===== src/rtl/button_conditioner_if.sv =====
// Groups the raw button levels and the three conditioned control vectors.
// The master drives btn_raw and receives the outputs; the slave is the conditioner.
interface button_conditioner_if #(
    parameter int N_BTN = 4
);
    logic [N_BTN-1:0] btn_raw;
    logic [N_BTN-1:0] DPBs;
    logic [N_BTN-1:0] SCENs;
    logic [N_BTN-1:0] MCENs;

    modport master (output btn_raw, input DPBs, input SCENs, input MCENs);
    modport slave  (input btn_raw, output DPBs, output SCENs, output MCENs);
endinterface


===== src/rtl/button_conditioner.sv =====
// Per-button synchronizer, debounce FSM, press pulse and auto-repeat pulse; all outputs registered.
// Press/release latency SYNC_STAGES+DEBOUNCE_CYCLES edges; no backpressure, pulses are fire-and-forget.
module button_conditioner #(
    parameter int N_BTN           = 4,
    parameter int SYNC_STAGES     = 2,
    parameter int DEBOUNCE_CYCLES = 1_000_000,
    parameter int REPEAT_DELAY    = 50_000_000,
    parameter int REPEAT_PERIOD   = 10_000_000
) (
    input  logic                 clk,
    input  logic                 reset,
    button_conditioner_if.slave  btns
);
    localparam int CNT_W   = $clog2(DEBOUNCE_CYCLES + 1);
    localparam int RPT_MAX = (REPEAT_DELAY > REPEAT_PERIOD) ? REPEAT_DELAY : REPEAT_PERIOD;
    localparam int RPT_W   = $clog2(RPT_MAX + 1);
    localparam bit RPT_EN  = (REPEAT_DELAY != 0);

    localparam logic [CNT_W-1:0] CNT_ONE      = CNT_W'(1);
    localparam logic [CNT_W-1:0] CNT_DONE     = CNT_W'(DEBOUNCE_CYCLES);
    localparam logic [RPT_W-1:0] RPT_DLY_LAST = RPT_W'(REPEAT_DELAY - 1);
    localparam logic [RPT_W-1:0] RPT_PER_LAST = RPT_W'(REPEAT_PERIOD - 1);
    localparam logic [RPT_W-1:0] RPT_TOP      = RPT_W'(RPT_MAX);

    localparam logic [1:0] IDLE         = 2'd0;
    localparam logic [1:0] WAIT_PRESS   = 2'd1;
    localparam logic [1:0] HELD         = 2'd2;
    localparam logic [1:0] WAIT_RELEASE = 2'd3;

    logic [N_BTN-1:0] dpb_w;
    logic [N_BTN-1:0] scen_w;
    logic [N_BTN-1:0] mcen_w;

    for (genvar i = 0; i < N_BTN; i++) begin : g_btn
        logic [SYNC_STAGES-1:0] sync_q, sync_d;
        logic [1:0]             state_q, state_d;
        logic [CNT_W-1:0]       cnt_q, cnt_d;
        logic [RPT_W-1:0]       rpt_q, rpt_d;
        logic                   phase_q, phase_d;
        logic                   dpb_q, dpb_d;
        logic                   scen_q, scen_d;
        logic                   mcen_q, mcen_d;
        logic                   btn_s;

        assign btn_s = sync_q[SYNC_STAGES-1];

        always_comb begin
            sync_d  = {sync_q[SYNC_STAGES-2:0], btns.btn_raw[i]};
            state_d = state_q;
            cnt_d   = cnt_q;
            rpt_d   = rpt_q;
            phase_d = phase_q;
            dpb_d   = dpb_q;
            scen_d  = 1'b0;
            mcen_d  = 1'b0;
            case (state_q)
                IDLE: begin
                    dpb_d = 1'b0;
                    if (btn_s) begin
                        state_d = WAIT_PRESS;
                        cnt_d   = CNT_ONE;
                    end
                end
                WAIT_PRESS: begin
                    if (!btn_s) begin
                        state_d = IDLE;
                    end else if (cnt_q < CNT_DONE) begin
                        cnt_d = cnt_q + 1'b1;
                    end else begin
                        state_d = HELD;
                        dpb_d   = 1'b1;
                        scen_d  = 1'b1;
                        mcen_d  = 1'b1;
                        rpt_d   = '0;
                        phase_d = 1'b0;
                    end
                end
                HELD: begin
                    if (!btn_s) begin
                        state_d = WAIT_RELEASE;
                        cnt_d   = CNT_ONE;
                    end else if (RPT_EN) begin
                        // rpt counts held edges since the last MCEN; phase selects delay vs period
                        if (!phase_q && rpt_q == RPT_DLY_LAST) begin
                            mcen_d  = 1'b1;
                            rpt_d   = '0;
                            phase_d = 1'b1;
                        end else if (phase_q && rpt_q == RPT_PER_LAST) begin
                            mcen_d = 1'b1;
                            rpt_d  = '0;
                        end else if (rpt_q != RPT_TOP) begin
                            rpt_d = rpt_q + 1'b1;
                        end
                    end
                end
                WAIT_RELEASE: begin
                    if (btn_s) begin
                        state_d = HELD;
                    end else if (cnt_q < CNT_DONE) begin
                        cnt_d = cnt_q + 1'b1;
                    end else begin
                        state_d = IDLE;
                        dpb_d   = 1'b0;
                    end
                end
                default: state_d = IDLE;
            endcase
        end

        always_ff @(posedge clk) begin
            if (reset) begin
                sync_q  <= '0;
                state_q <= IDLE;
                cnt_q   <= '0;
                rpt_q   <= '0;
                phase_q <= 1'b0;
                dpb_q   <= 1'b0;
                scen_q  <= 1'b0;
                mcen_q  <= 1'b0;
            end else begin
                sync_q  <= sync_d;
                state_q <= state_d;
                cnt_q   <= cnt_d;
                rpt_q   <= rpt_d;
                phase_q <= phase_d;
                dpb_q   <= dpb_d;
                scen_q  <= scen_d;
                mcen_q  <= mcen_d;
            end
        end

        assign dpb_w[i]  = dpb_q;
        assign scen_w[i] = scen_q;
        assign mcen_w[i] = mcen_q;
    end

    assign btns.DPBs  = dpb_w;
    assign btns.SCENs = scen_w;
    assign btns.MCENs = mcen_w;
endmodule


===== src/flat_wrapper.sv =====
// flat-port wrapper written by rule: the top's interface ports become plain ports
module button_conditioner_flat 
#(
    parameter int N_BTN           = 4,
    parameter int SYNC_STAGES     = 2,
    parameter int DEBOUNCE_CYCLES = 1_000_000,
    parameter int REPEAT_DELAY    = 50_000_000,
    parameter int REPEAT_PERIOD   = 10_000_000
)
  (clk, reset, btns_btn_raw, btns_DPBs, btns_SCENs, btns_MCENs);
  button_conditioner_if #(.N_BTN(N_BTN)) btns_i ();
  input  logic clk;
  input  logic reset;
  input wire logic [$bits(btns_i.btn_raw)-1:0] btns_btn_raw;
  output wire logic [$bits(btns_i.DPBs)-1:0] btns_DPBs;
  output wire logic [$bits(btns_i.SCENs)-1:0] btns_SCENs;
  output wire logic [$bits(btns_i.MCENs)-1:0] btns_MCENs;
  assign btns_i.btn_raw = btns_btn_raw;
  assign btns_DPBs = btns_i.DPBs;
  assign btns_SCENs = btns_i.SCENs;
  assign btns_MCENs = btns_i.MCENs;
  button_conditioner #(.N_BTN(N_BTN), .SYNC_STAGES(SYNC_STAGES), .DEBOUNCE_CYCLES(DEBOUNCE_CYCLES), .REPEAT_DELAY(REPEAT_DELAY), .REPEAT_PERIOD(REPEAT_PERIOD)) u_core (.clk(clk), .reset(reset), .btns(btns_i));
endmodule

===== config.mk =====
export PLATFORM = sky130hd
export DESIGN_NAME = button_conditioner_flat
export DESIGN_NICKNAME = d
export VERILOG_FILES = /design/src/rtl/button_conditioner_if.sv /design/src/rtl/button_conditioner.sv /design/src/flat_wrapper.sv
export SDC_FILE = /design/constraint.sdc
export NUM_CORES = 1
export LEC_CHECK = 0
export BUFFER_PORTS_ARGS = -buffer_cell sky130_fd_sc_hd__buf_4
export CORE_MARGIN = 4
export CORE_UTILIZATION = 40
export CTS_CLUSTER_DIAMETER = 40
export DETAILED_ROUTE_END_ITERATION = 10
export PLACE_DENSITY = 0.63
export SYNTH_ARGS = -nofsm -noshare
export SYNTH_HDL_FRONTEND = slang
export SYNTH_SLANG_ARGS = --single-unit

===== constraint.sdc =====
create_clock -name clk -period 6.9 [get_ports clk]
set_input_delay 1.725 -clock clk [delete_from_list [all_inputs] [get_ports clk]]
set_output_delay 1.725 -clock clk [all_outputs]
set_load 0.05 [all_outputs]

Yosys cells after proc, flatten, opt, wreduce, memory -nomap -nowiden. Index checks and enable logic that the tools add are counted.

Equal/unequal tests: 68. Bitwise logic cells: 4. Reduce and logical (&&, ||, !) cells: 48. Muxes and demuxes: 140. $lt $le $gt $ge: 4. Add/sub/neg operators: 8.

Operators by type and width (number): 26-bit two-way mux (24); 20-bit two-way mux (20); 20-bit case mux with 4 select lines (4); 26-bit case mux with 2 select lines (4); 26-bit by 1-bit adder with 26-bit output, second input constant (4); 26-bit by 24-bit == test with 1-bit output, second input constant (4); 26-bit == test, second input constant (4); 26-bit != test, second input constant (4); 20-bit by 1-bit adder with 20-bit output, second input constant (4); 20-bit < comparator, second input constant (4); 5-bit AND reduction (12); 1-bit two-way mux (48); 2-bit two-way mux (24); 2-bit by 1-bit != test with 1-bit output, second input constant (16); 2-bit != test, second input constant (16); 2-bit case mux with 4 select lines (4); 4-bit AND reduction (8); 2-bit == test, second input constant (8); 4-bit by 1-bit != test with 1-bit output, second input constant (4); 1-bit case mux with 2 select lines (8); 3-bit by 2-bit != test with 1-bit output, second input constant (4); 3-bit != test, second input constant (4); 1-bit case mux with 3 select lines (4); 3-bit nonzero test (4); other kinds (7) (32).

Word-level logic and storage cells: 304. Input port bits: 6. Output and inout port bits: 12. Register bits: 216.

Logic depth before layout (Yosys ltp).
Word-level depth: 6. Depth in mapped cells: 11. Depth with buffers taken out: 8.

Worst setup path before layout. Ideal clock, no wire load.

Kind: input -> register. Start: input reset. End: register u_core.g_btn[0].rpt_q[14]. Path buffers: 4. Setup time: 130 ps. Stages: 5. Data required time: 6770 ps. Path slack: 3869 ps. Arrival time: 2901 ps. Cell sequence: clkbuf_1 -> clkbuf_1 -> clkbuf_1 -> clkbuf_1 -> o32ai_1.

RTL lines: start, declared (line flat_wrapper.sv:13) `input logic reset;`; end signal, assigned (line button_conditioner.sv:124) `rpt_q <= rpt_d;`; end, declared (line button_conditioner.sv:38) `logic [RPT_W-1:0] rpt_q, rpt_d;`.

No word-level cell between the ends.

==> results.yml <==
critical_path:
  crit_chain: "buf_4 -> inv_2 -> buf_4 -> nand2_1 -> a311oi_1 -> a41o_1"
  crit_required_ns: 7.29
  crit_family: "buffers and inverters"
  cp_max_fo: 63
  cp_common_cell: "buf_4"
  path_buf_inv: 3
  critPathSlowestCell: "buf_4"
  path_class: "in -> reg"
  critPathCaptureType: "flop"
  start_kind: "input pin"
  critical_path_arrival_ns: 3.97
  max_stage_delay_ns: 0.52
clocking:
  cts.htree.levels: 2
  cts_resized: 0
  cts_setup_buffers: 0
  cts_tree: "built"
  cts.clk_slew.worst_paths_ns: 0.06
  root_buffer: "clkbuf_16"
  cts_max_path_buffers: 3
  cts_buffers: 36
  cts_hold_buf: 0
  clock-sinks: 216
  insertion_delay_ns: 0.50
sta:
  fmax_mhz: 279
  hold_violations: 0
  setup_violations: 0
  slew_headroom_pct: 31.7
  period_share_pct: 51.9
  maxSlewViolCount: 0
  finClkSkew_ns: 0.0252
  setup_tns_ns: 0
  tightestPinTransition_ns: 1.02
  rsz0062_at_grt: "no"
  period_minus_slack_ns: 3.58
logic_synthesis:
  yosysTopAreaCellShare_pct: 36.7
  postSynthAreaPerCell_um2: 8.07
  ys_top_cells_by_count: "216 x dfxtp_1, 136 x nor2_1, 111 x nand2_1"
  ys_async_sr_fraction_pct: 0
  synth_edf_count: 0
  synth_area_um2: 11800
  synth_flop_cell: "dfxtp_1"
  yosys_warnings: 0
  yosys.area.top_type: "dfxtp_1"
  synth_fp_nets: 1493
  synth-seq-area-share_pct: 36.7
  synth_seq_cells: 216
  synth_cell_types: 87
  netlist_top_cells_area: "dfxtp_1 37%, nor2_1 4.3%, nand3_1 3.9%"
  yosysMostFrequentCell: "dfxtp_1"
  syn_inst: 1459
floorplanning:
  die_w_um: 180
  fp-row-count: 62
  start_util_pct: 40.8
  die_area_um2: 32300
  pin_count: 18
  core_um2: 28900
  die_h_um: 180
routing:
  vias: 10900
  drcViolationCount: 0
  wl_per_cell_um: 15.1
  detail_route.vias_per_cell: 5.84
  drt_first_iter_violations: 598
  drt_wl_total_um: 28100
  firstDrtPassIters: 5
  ant_nets: 0
global_route:
  first_global_vias: 10200
  grtUsageTotal_pct: 16.7
  overflow: 0
  antenna_found_initial: 0
  grt_max_degree: 64
  grt_pass1_wl_um: 48400
run_status:
  status: "finished, final reports clean"
job:
  drv_cap: 0
finish:
  diodes: 0
  drive_gt1_share_pct: 8.28
  final-seq-area_um2: 4320
  fin_nets: 1482
  fillers: 2899
  finalNonFillerCells: 1858
  final_area_um2: 13300
  area_growth_pct: 12.9
  multiInputGateArea_um2: 6790
placement:
  place_area_um2: 12100
  dp.cells: 1794
  dp_hpwl_um: 18700
  io_buffers: 17
  gp_congestion: 0.855
power:
  peakVddDrop_uv: 194
  pwr_density_cell_nw_per_um2: 251
  p_leak_nw: 4.21
  total_power_w: 0.00334
worst_hold_path:
  hold_path.class: "reg -> reg"
-- state kept, by name, summed over array words and instances, names as in the netlist, named ones only --
name                  cells
u_core.g_btn.rpt_q      104
u_core.g_btn.cnt_q       80
u_core.g_btn.sync_q       8
u_core.g_btn.dpb_q        4
u_core.g_btn.mcen_q       4
u_core.g_btn.phase_q      4
u_core.g_btn.scen_q       4
u_core.g_btn.state_q      4
-- logic make-up (layout without fill, tap and decap cells) --
family / count (synthesis) / count (layout) / synth area share, %
compound gates: 326 / 326 / 18.9
xor+xnor: 68 / 68 / 5.06
fa+ha+maj: 28 / 28 / 2.97
buf+inv: 156 / 171 / 5.65
flops: 216 / 216 / 36.7
mux: 6 / 6 / 0.521
simple gates: 659 / 659 / 30.1
-- final cells by class --
type                            count  area share, %
Inverter                           79           2.23
Clock buffer                       44           7.46
Clock inverter                     20           1.58
Multi-Input combinational cell   1087           51.0
Timing Repair Buffer               28           1.58
Sequential cell                   216           32.5
Tap cell                          384           3.61
-- worst paths after layout --
kind | startpoint | end | slack [ns] | cells after the start
worst max-delay path | reset | u_core.g_btn[0].cnt_q[12] | 3.32 | 6
worst min-delay path | u_core.g_btn[1].sync_q[0] | u_core.g_btn[1].sync_q[1] | 0.43 | 1
worst max register to register | u_core.g_btn[2].state_q[0] | u_core.g_btn[2].cnt_q[15] | 3.60 | 8
worst min register to register | u_core.g_btn[1].sync_q[0] | u_core.g_btn[1].sync_q[1] | 0.43 | 1
-- report_power, final --
part	switching [W]	total, W	leakage, nW	internal [W]
clock	0.000620	0.00176	0.581	0.00114
sequential	0.0000177	0.00128	1.74	0.00126
combinational	0.000214	0.000296	1.88	0.0000817
-- cells in the final DEF, fill, tap and decap left out, drive strengths merged, types with 45 or more instances in the layout --
cell type / instances
dfxtp: 216
nand2: 111
inv: 82
o21ai: 76
a21oi: 87
nand3: 91
nor3: 45
nand4: 56
nor2: 136
-- per-layer routing --
metal  global-route usage, %  part of all wire (%)  vias up  wire length [µm]
li1                        -                     -     5393                 -
met1                    23.1                    49     5171             13800
met2                    27.0                    45      256             12600
met3                    2.83                   4.6       39              1300
met4                    4.79                   1.6        0               453
met5                       0                     0        -                 0
-- per-stage QoR --
stage,util [%],hold WS (ns),worst slack (ns)
final,46.1,0.434,3.32
after global routing,46.1,0.455,3.15
after CTS,46.1,0.434,3.33
after detailed placement,41.9,0.420,2.80
after global placement,41.9,0.423,2.85
after floorplan,-,0.414,3.87
No activity file was read; power rests on OpenSTA's default activity.
